===== src/rtl/store_buffer_if.sv =====
// store_buffer_if: store request, memory write port and load-hazard signals of the store buffer.
// master = pipeline/memory environment side, slave = the store buffer itself.
interface store_buffer_if #(
    parameter int unsigned DEPTH = 4,
    parameter int unsigned AW    = 32
);
    localparam int unsigned CW = $clog2(DEPTH + 1);

    // Committed store from MEM
    logic          st_valid;
    logic          st_ready;
    logic [AW-1:0] st_addr;
    logic [31:0]   st_data;
    logic [2:0]    st_funct3;

    // Data-memory / IO write port
    logic          mem_valid;
    logic          mem_ready;
    logic [AW-1:0] mem_addr;
    logic [31:0]   mem_din;
    logic [3:0]    mem_we;

    // Load hazard query
    logic          ld_valid;
    logic [AW-1:0] ld_addr;
    logic          ld_stall;

    // Status
    logic          misalign;
    logic [CW-1:0] count;

    modport master (
        output st_valid, st_addr, st_data, st_funct3,
        input  st_ready,
        input  mem_valid, mem_addr, mem_din, mem_we,
        output mem_ready,
        output ld_valid, ld_addr,
        input  ld_stall,
        input  misalign, count
    );

    modport slave (
        input  st_valid, st_addr, st_data, st_funct3,
        output st_ready,
        output mem_valid, mem_addr, mem_din, mem_we,
        input  mem_ready,
        input  ld_valid, ld_addr,
        output ld_stall,
        output misalign, count
    );
endinterface


===== src/rtl/store_buffer.sv =====
// store_buffer: aligns committed SB/SH/SW stores into lane data + byte enables, queues them in a
// DEPTH-entry FIFO and drains the head to the data-memory write port over valid/ready.
// Build option STORE_FWD_EN: when defined, a load stalls only if a queued entry targets the
// same word; when undefined, any pending store stalls any load.
module store_buffer #(
    parameter int unsigned DEPTH = 4,
    parameter int unsigned AW    = 32
) (
    input logic           clk,
    input logic           rst,
    store_buffer_if.slave sb
);
    localparam int unsigned PW = (DEPTH > 1) ? $clog2(DEPTH) : 1;
    localparam int unsigned CW = $clog2(DEPTH + 1);

    localparam logic [2:0]    FNC_SB    = 3'b000;
    localparam logic [2:0]    FNC_SH    = 3'b001;
    localparam logic [2:0]    FNC_SW    = 3'b010;
    localparam logic [CW-1:0] CountFull = CW'(DEPTH);

    typedef logic [PW-1:0] ptr_t;

    // Entry storage; contents are don't-care until written, so no reset
    logic [AW-1:0] ent_addr_q [DEPTH];
    logic [31:0]   ent_din_q  [DEPTH];
    logic [3:0]    ent_we_q   [DEPTH];

    ptr_t          wr_ptr_q, wr_ptr_d;
    ptr_t          rd_ptr_q, rd_ptr_d;
    logic [CW-1:0] count_q, count_d;
    logic          misalign_q, misalign_d;

    // Aligned view of the incoming store
    logic [1:0]    st_off;
    logic [AW-1:0] new_addr;
    logic [31:0]   new_din;
    logic [3:0]    new_we;
    logic          new_bad;

    logic          full, empty;
    logic          st_accept, enq, deq;
    logic          mem_valid_w;

    logic          unused_ld;

    assign st_off    = sb.st_addr[1:0];
    assign new_addr  = {sb.st_addr[AW-1:2], 2'b00};
    assign full      = (count_q == CountFull);
    assign empty     = (count_q == '0);
    assign mem_valid_w = !empty;
    // A rejected (misaligned/illegal) store still completes the handshake but is never queued
    assign st_accept = sb.st_valid && !full;
    assign enq       = st_accept && !new_bad;
    assign deq       = mem_valid_w && sb.mem_ready;
    assign unused_ld = ^sb.ld_addr;

    // Lane alignment and legality check of the incoming store
    always_comb begin
        new_din = '0;
        new_we  = '0;
        new_bad = 1'b0;
        case (sb.st_funct3)
            FNC_SB: begin
                new_din = {4{sb.st_data[7:0]}};
                new_we  = 4'b0001 << st_off;
            end
            FNC_SH: begin
                new_din = {2{sb.st_data[15:0]}};
                new_we  = 4'b0011 << st_off;
                new_bad = st_off[0];
            end
            FNC_SW: begin
                new_din = sb.st_data;
                new_we  = 4'b1111;
                new_bad = (st_off != 2'b00);
            end
            default: begin
                new_bad = 1'b1;
            end
        endcase
    end

    // Next-state for pointers, occupancy and the misalign pulse
    always_comb begin
        wr_ptr_d   = wr_ptr_q;
        rd_ptr_d   = rd_ptr_q;
        count_d    = count_q;
        misalign_d = st_accept && new_bad;
        if (enq) begin
            wr_ptr_d = wr_ptr_q + ptr_t'(1);
        end
        if (deq) begin
            rd_ptr_d = rd_ptr_q + ptr_t'(1);
        end
        case ({enq, deq})
            2'b10:   count_d = count_q + CW'(1);
            2'b01:   count_d = count_q - CW'(1);
            default: count_d = count_q;
        endcase
    end

    // Control state, cleared asynchronously (also discards any in-flight drain)
    always_ff @(posedge clk or posedge rst) begin
        if (rst) begin
            wr_ptr_q   <= '0;
            rd_ptr_q   <= '0;
            count_q    <= '0;
            misalign_q <= 1'b0;
        end else begin
            wr_ptr_q   <= wr_ptr_d;
            rd_ptr_q   <= rd_ptr_d;
            count_q    <= count_d;
            misalign_q <= misalign_d;
        end
    end

    // Write the aligned store into the tail entry
    always_ff @(posedge clk) begin
        if (enq) begin
            ent_addr_q[wr_ptr_q] <= new_addr;
            ent_din_q[wr_ptr_q]  <= new_din;
            ent_we_q[wr_ptr_q]   <= new_we;
        end
    end

`ifdef STORE_FWD_EN
    logic [DEPTH-1:0] vld_q, vld_d;
    logic             ld_hit;

    // Per-entry valid bits: set on enqueue, cleared on dequeue (never the same entry)
    always_comb begin
        vld_d = vld_q;
        if (deq) begin
            vld_d[rd_ptr_q] = 1'b0;
        end
        if (enq) begin
            vld_d[wr_ptr_q] = 1'b1;
        end
    end

    // Entry valid bits, cleared with the rest of the control state
    always_ff @(posedge clk or posedge rst) begin
        if (rst) begin
            vld_q <= '0;
        end else begin
            vld_q <= vld_d;
        end
    end

    // Word-address match against every valid entry; a dequeuing head still matches
    always_comb begin
        ld_hit = 1'b0;
        for (int i = 0; i < DEPTH; i++) begin
            if (vld_q[i] && (ent_addr_q[i][AW-1:2] == sb.ld_addr[AW-1:2])) begin
                ld_hit = 1'b1;
            end
        end
    end
`endif

    // Outputs: memory port from the registered head, zeroed while empty
    always_comb begin
        sb.st_ready  = !full;
        sb.mem_valid = mem_valid_w;
        sb.mem_addr  = mem_valid_w ? ent_addr_q[rd_ptr_q] : '0;
        sb.mem_din   = mem_valid_w ? ent_din_q[rd_ptr_q]  : '0;
        sb.mem_we    = mem_valid_w ? ent_we_q[rd_ptr_q]   : 4'b0000;
        sb.misalign  = misalign_q;
        sb.count     = count_q;
`ifdef STORE_FWD_EN
        sb.ld_stall  = sb.ld_valid && ld_hit;
`else
        sb.ld_stall  = sb.ld_valid && !empty;
`endif
    end
endmodule

===== src/flat_wrapper.sv =====
// flat-port wrapper written by rule: the top's interface ports become plain ports
module store_buffer_flat 
#(
    parameter int unsigned DEPTH = 4,
    parameter int unsigned AW    = 32
)
  (clk, rst, sb_st_valid, sb_st_addr, sb_st_data, sb_st_funct3, sb_st_ready, sb_mem_valid, sb_mem_addr, sb_mem_din, sb_mem_we, sb_mem_ready, sb_ld_valid, sb_ld_addr, sb_ld_stall, sb_misalign, sb_count);
  store_buffer_if #(.DEPTH(DEPTH), .AW(AW)) sb_i ();
  input logic clk;
  input logic rst;
  input wire logic [$bits(sb_i.st_valid)-1:0] sb_st_valid;
  input wire logic [$bits(sb_i.st_addr)-1:0] sb_st_addr;
  input wire logic [$bits(sb_i.st_data)-1:0] sb_st_data;
  input wire logic [$bits(sb_i.st_funct3)-1:0] sb_st_funct3;
  output wire logic [$bits(sb_i.st_ready)-1:0] sb_st_ready;
  output wire logic [$bits(sb_i.mem_valid)-1:0] sb_mem_valid;
  output wire logic [$bits(sb_i.mem_addr)-1:0] sb_mem_addr;
  output wire logic [$bits(sb_i.mem_din)-1:0] sb_mem_din;
  output wire logic [$bits(sb_i.mem_we)-1:0] sb_mem_we;
  input wire logic [$bits(sb_i.mem_ready)-1:0] sb_mem_ready;
  input wire logic [$bits(sb_i.ld_valid)-1:0] sb_ld_valid;
  input wire logic [$bits(sb_i.ld_addr)-1:0] sb_ld_addr;
  output wire logic [$bits(sb_i.ld_stall)-1:0] sb_ld_stall;
  output wire logic [$bits(sb_i.misalign)-1:0] sb_misalign;
  output wire logic [$bits(sb_i.count)-1:0] sb_count;
  assign sb_i.st_valid = sb_st_valid;
  assign sb_i.st_addr = sb_st_addr;
  assign sb_i.st_data = sb_st_data;
  assign sb_i.st_funct3 = sb_st_funct3;
  assign sb_st_ready = sb_i.st_ready;
  assign sb_mem_valid = sb_i.mem_valid;
  assign sb_mem_addr = sb_i.mem_addr;
  assign sb_mem_din = sb_i.mem_din;
  assign sb_mem_we = sb_i.mem_we;
  assign sb_i.mem_ready = sb_mem_ready;
  assign sb_i.ld_valid = sb_ld_valid;
  assign sb_i.ld_addr = sb_ld_addr;
  assign sb_ld_stall = sb_i.ld_stall;
  assign sb_misalign = sb_i.misalign;
  assign sb_count = sb_i.count;
  store_buffer #(.DEPTH(DEPTH), .AW(AW)) u_core (.clk(clk), .rst(rst), .sb(sb_i));
endmodule

===== config.mk =====
export PLATFORM = sky130hd
export DESIGN_NAME = store_buffer_flat
export DESIGN_NICKNAME = d
export VERILOG_FILES = /design/src/rtl/store_buffer_if.sv /design/src/rtl/store_buffer.sv /design/src/flat_wrapper.sv
export SDC_FILE = /design/constraint.sdc
export NUM_CORES = 1
export LEC_CHECK = 0
export ABC_AREA = 1
export BUFFER_PORTS_ARGS = -buffer_cell sky130_fd_sc_hd__buf_4
export CORE_UTILIZATION = 56
export DETAILED_ROUTE_END_ITERATION = 8
export GPL_TIMING_DRIVEN = 1
export PLACE_DENSITY = 0.79
export SYNTH_ARGS = -nofsm -noshare
export SYNTH_HDL_FRONTEND = slang
export SYNTH_SLANG_ARGS = --single-unit

===== constraint.sdc =====
create_clock -name clk -period 5.4 [get_ports clk]
set_clock_uncertainty 0.1 [all_clocks]
set_input_delay 0.54 -clock clk [delete_from_list [all_inputs] [get_ports clk]]
set_output_delay 0.54 -clock clk [all_outputs]
set_load 0.1 [all_outputs]

# Word-level counts from Yosys, hierarchy flattened
# Memory sizes are Yosys's and may differ from the RTL's.
# Index checks and enable logic that the tools add are counted.
dict set report word_totals {
  reg_bits 8
  ram_bits 264
  input_bits 104
  output_inout_bits 75
  memories 3
}
dict set report op_classes {
  addsub 4
  eq_ne 5
  shift 2
  mux 9
  reduce_logical 12
}
# memory words word_bits read_ports rd_clocked_by_memory_dff wr line
set memory_table {}
lappend memory_table {u_core.ent_din_q 4 32 1 0 1 store_buffer.sv:25} ;# logic [31:0] ent_din_q [DEPTH];
lappend memory_table {u_core.ent_addr_q 4 30 1 0 1 store_buffer.sv:24} ;# logic [AW-1:0] ent_addr_q [DEPTH];
lappend memory_table {u_core.ent_we_q 4 4 1 0 1 store_buffer.sv:26} ;# logic [3:0] ent_we_q [DEPTH];
# operator count
set op_table {}
lappend op_table {{$pmux W32 S3} 1}
lappend op_table {{$mux W32} 2}
lappend op_table {{$pmux W4 S3} 1}
lappend op_table {{$logic_not A3 Y1} 2}
lappend op_table {{$pmux W3 S2} 1}
lappend op_table {{$logic_and A1 B1 Y1} 5}
lappend op_table {{$add A2 B1 Y2 const B} 2}
lappend op_table {{$mux W4} 1}
lappend op_table {{$reduce_bool A2 Y1} 2}
lappend op_table {{$shl A1 B2 Y4 const A} 1}
lappend op_table {{$shl A2 B2 Y4 const A} 1}
lappend op_table {{$add A3 B1 Y3 const B} 1}
lappend op_table {{$eq A3 B1 Y1 const B} 1}
lappend op_table {{$eq A3 B2 Y1 const B} 1}
lappend op_table {{$eq A3 B3 Y1 const B} 1}
lappend op_table {{$logic_not A1 Y1} 3}
lappend op_table {{$pmux W1 S3} 1}
lappend op_table {{$sub A3 B1 Y3 const B} 1}
lappend op_table {{$eq A2 B1 Y1 const B} 1}
lappend op_table {{$eq A2 B2 Y1 const B} 1}
lappend op_table {{$mux W1} 2}

# Depth between registers and ports, before layout
dict set report depth {
  ltp_word 6
  ltp_mapped 11
}

# Worst setup path after synthesis
# No wires, ideal clock.
dict set report synth_path {
  kind {reg-to-reg}
  start {reg u_core.count_q[1], in the netlist u_core.sb.count[1]}
  end {mem u_core.ent_addr_q[0][0] (netlist name), enable pin}
  arrival_ps 5145
  required_ps 4810
  setup_slack_ps -335
  path_stages_with_launch 6
  synth_period_minus_slack_ps 5735
  cell_sequence {dfrtp_1 > inv_1 > nand3_1 > and2_1 > nand2_4 > nor2_1}
}
dict set report synth_via {
  elab_chain_len 6
}
# element line
set synth_lines {}
lappend synth_lines {{start, declared} store_buffer.sv:30} ;# logic [CW-1:0] count_q, count_d;
lappend synth_lines {{start signal, assigned} store_buffer.sv:112} ;# count_q <= count_d;
lappend synth_lines {{$eq A3 B3 Y1} store_buffer.sv:48} ;# assign full = (count_q == CountFull);
lappend synth_lines {{$logic_not A1 Y1} -}
lappend synth_lines {{named net sb_st_ready} flat_wrapper.sv:15} ;# output wire logic [$bits(sb_i.st_ready)-1:0] sb_st_ready;
lappend synth_lines {{$logic_and A1 B1 Y1} store_buffer.sv:52} ;# assign st_accept = sb.st_valid && !full;
lappend synth_lines {{$logic_and A1 B1 Y1} store_buffer.sv:53} ;# assign enq = st_accept && !new_bad;
lappend synth_lines {{$mux W1} store_buffer.sv:119} ;# if (enq) begin
lappend synth_lines {{$mux W1 (implied by the code)} store_buffer.sv:120} ;# ent_addr_q[wr_ptr_q] <= new_addr;
lappend synth_lines {{end, declared} store_buffer.sv:24}
# The timed path passes the listed nets, and every way through them passes these cells.

# Final worst setup path
dict set report layout_path {
  start {reg u_core.rd_ptr_q[0]}
  end {out sb_mem_addr[27]}
}
dict set report layout_via {
  elab_chain_len 2
}
# element line
set layout_lines {}
lappend layout_lines {{start, declared} store_buffer.sv:29} ;# ptr_t rd_ptr_q, rd_ptr_d;
lappend layout_lines {{start signal, assigned} store_buffer.sv:111} ;# rd_ptr_q <= rd_ptr_d;
lappend layout_lines {{$mem_v2 Z4 W30} -}
lappend layout_lines {{$mux W32} store_buffer.sv:165} ;# sb.mem_addr = mem_valid_w ? ent_addr_q[rd_ptr_q] : '0;
lappend layout_lines {{end, declared} flat_wrapper.sv:17} ;# output wire logic [$bits(sb_i.mem_addr)-1:0] sb_mem_addr;
# Every way passes these cells.

==> key figures <==
Run status
  – Status: finished, final reports clean

Timing
  – Slew @ Worst Pin: 1.036 ns
  – Fin crit period: 3.864 ns
  – Fin crit share: 0.7156
  – RSZ-0062 raised after global routing: false
  – Fmax: 258.8 MHz
  – Final Hold Violating Endpoints: 0
  – Slew Limit Headroom: 0.3092
  – Fin. max-slew vios: 0
  – Final Setup Violations: 0
  – Setup TNS: 0 ns

Yosys
  – Count leader, synth: nor2_1
  – Synth top area cells: edfxtp_1 70%, nor2_1 9.2%, o21ai_0 5.6%
  – Synthesized netlist cell count: 964
  – Ys Warns: 0
  – FF+latch count, synth: 272
  – Yosys top cell by area: edfxtp_1
  – Main synth FF type: edfxtp_1
  – Commonest cells in the synthesized netlist: 275 x nor2_1, 264 x edfxtp_1, 126 x o21ai_0, 67 x a21oi_1, 56 x inv_1
  – Sequential share of the synthesized area: 0.7215
  – Synth top area share: 0.7038
  – Netlist cell types: 30
  – Number of synthesized flops with an enable pin: 264
  – Synthesized area per cell: 11.69 um^2
  – Mapped cell area: 11260 um^2
  – Asr flop ratio synth: 0.02941

Setup path
  – Startpoint types: flop
  – CP endpoint kind: primary output
  – Critical path arrival: 3.22 ns
  – Crit-path leading delay family: buffers and inverters
  – Max incr delay on CP: 0.96 ns
  – Max stage delay cell, worst path: dfrtp_4
  – CP required: 4.76 ns
  – Crit-path cells: buf_4 > nor2_1 > nor2_1 > o21ai_0 > a21oi_1 > buf_4
  – CP Max Fanout: 79
  – CP bufs+invs: 2
  – Worst Setup Path Type: flop to primary output

Routing
  – Iter 0 DRT Violations: 554
  – Drt drc: 0
  – Vias post-DR: 7395
  – Final WL: 24010 um
  – DRT antenna net count: 0
  – DR vias/cell: 5.355
  – DR WL/cell: 17.38 um
  – TritonRoute pass-1 iters: 5

Floorplanning
  – IO Pins: 179
  – Core area: 19590 um^2
  – Die X: 143.8 um
  – Cell Rows: 51
  – Starting density of the core: 0.5750
  – Full die area: 20690 um^2
  – Die Y: 143.8 um

CTS
  – Clock Path Buffers: 3
  – Worst-path clk slew: 0.07 ns
  – Skew-Pair Late Insertion Delay: 0.52 ns
  – Clock root cell: clkbuf_16
  – Clock sink count: 272
  – TritonCTS buffer count: 27
  – Number of H-tree levels: 1
  – CTS tree: done

Placed design
  – Dpl cell area: 12520 um^2
  – Final GP Congestion: 0.8099
  – HPWL Detailed: 13610 um
  – IO buf count: 144

Global route
  – Vias in the first global route: 7027
  – Initial antenna violation count: 0
  – Global-route wire length before repair: 35640 um
  – GR Util All Layers: 0.2314
  – Largest net degree at the start of global routing: 80
  – Total grt overflow: 0

Final layout
  – Fraction of layout cells with a size suffix above 1: 0.1918
  – Area grow syn2layout: 18.22%
  – Post-route cell area: 13320 um^2
  – Post-layout util: 0.6798
  – Final Net Count: 1207
  – Ant. Diodes: 0
  – Fillcell total: 1365

Flow run
  – Max-cap viol count: 0

Hold path
  – Min-delay worst type: input port to flop
per-stage QoR:
stage	hold WS (ns)	worst slack [ns]	cells
3_3_place_gp	0.4042	2.271	1332
4_1_cts	0.1022	1.593	1381
2_1_floorplan	0.2557	-0.3348	965
6_report	0.1171	1.536	1381
5_1_grt	0.1031	1.399	1381
3_5_place_dp	0.4119	2.171	1332
cells in the final DEF (no fill, tap or decap), drive strengths merged:
master / count
a21oi: 68
and2: 1
buf: 159
clkbuf: 30
clkinv: 15
clkinvlp: 4
conb: 2
dfrtp: 8
dlygate4sd3: 1
edfxtp: 264
fa: 1
ha: 5
inv: 59
nand2: 47
nand3: 6
nor2: 278
nor3: 1
o21ai: 162
o221ai: 1
o22ai: 1
xnor2: 2
xor2: 1
metal layers:
metal,wire length [um],vias up,share of wire,track usage
met2,12230,290,0.51,0.4122
met4,582,0,0.024,0.08679
met3,2005,43,0.084,0.04299
li1,-,3575,-,-
met1,9191,3487,0.38,0.2788
met5,0,-,0,0
flip-flops by register name, indices dropped and copies added (netlist names):
signal	count
u_core.ent_addr_q	120
u_core.ent_din_q	128
u_core.ent_we_q	16
u_core.rd_ptr_q	2
u_core.sb.count	3
u_core.sb.misalign	1
u_core.wr_ptr_q	2
path summary, 6_finish.rpt:
kind | slack (ns) | cells after the start | from | end
max in group asynchronous | 4.50 | 3 | rst | u_core.rd_ptr_q[0]
min in group asynchronous | 0.43 | 3 | rst | u_core.sb.count[1]
hold reg to reg | 0.45 | 2 | u_core.wr_ptr_q[1] | u_core.wr_ptr_q[1]
setup / recovery | 1.54 | 6 | u_core.rd_ptr_q[0] | sb_mem_addr[27]
hold / removal | 0.12 | 1 | sb_st_addr[30] | u_core.ent_addr_q[1][28]
setup reg to reg | 2.92 | 6 | u_core.sb.count[0] | u_core.ent_addr_q[2][1]
timing repair:
item / 4_1_cts / 5_1_grt
endpoints found under the hold margin: 8 / 0
hold buffers: 1 / 0
resized for setup: 0 / 0
buffers inserted: 0 / 0
kinds of logic after synthesis:
group                    share of synthesized area
other                                    0.0003329
AND/OR/NAND/NOR                             0.1149
AO/OA/AOI/OAI                               0.1045
flip-flops                                  0.7215
buffers and inverters                      0.04909
XOR/XNOR                                  0.002333
adder cells (fa/ha/maj)                   0.007331
layout make-up:
cell class	count	area, um^2	share of cell area
sequential	272	8133	0.6107
multi-input combinational	576	2624	0.1970
timing repair buffer	160	1216	0.09133
clock buffer	30	686.9	0.05158
tap	265	331.6	0.02490
inverter	60	226.5	0.01701
clock inverter	18	98.84	0.007423
Power is not shown: default switching activity piles up to over one toggle a cycle in this logic, so the estimate is an artifact.
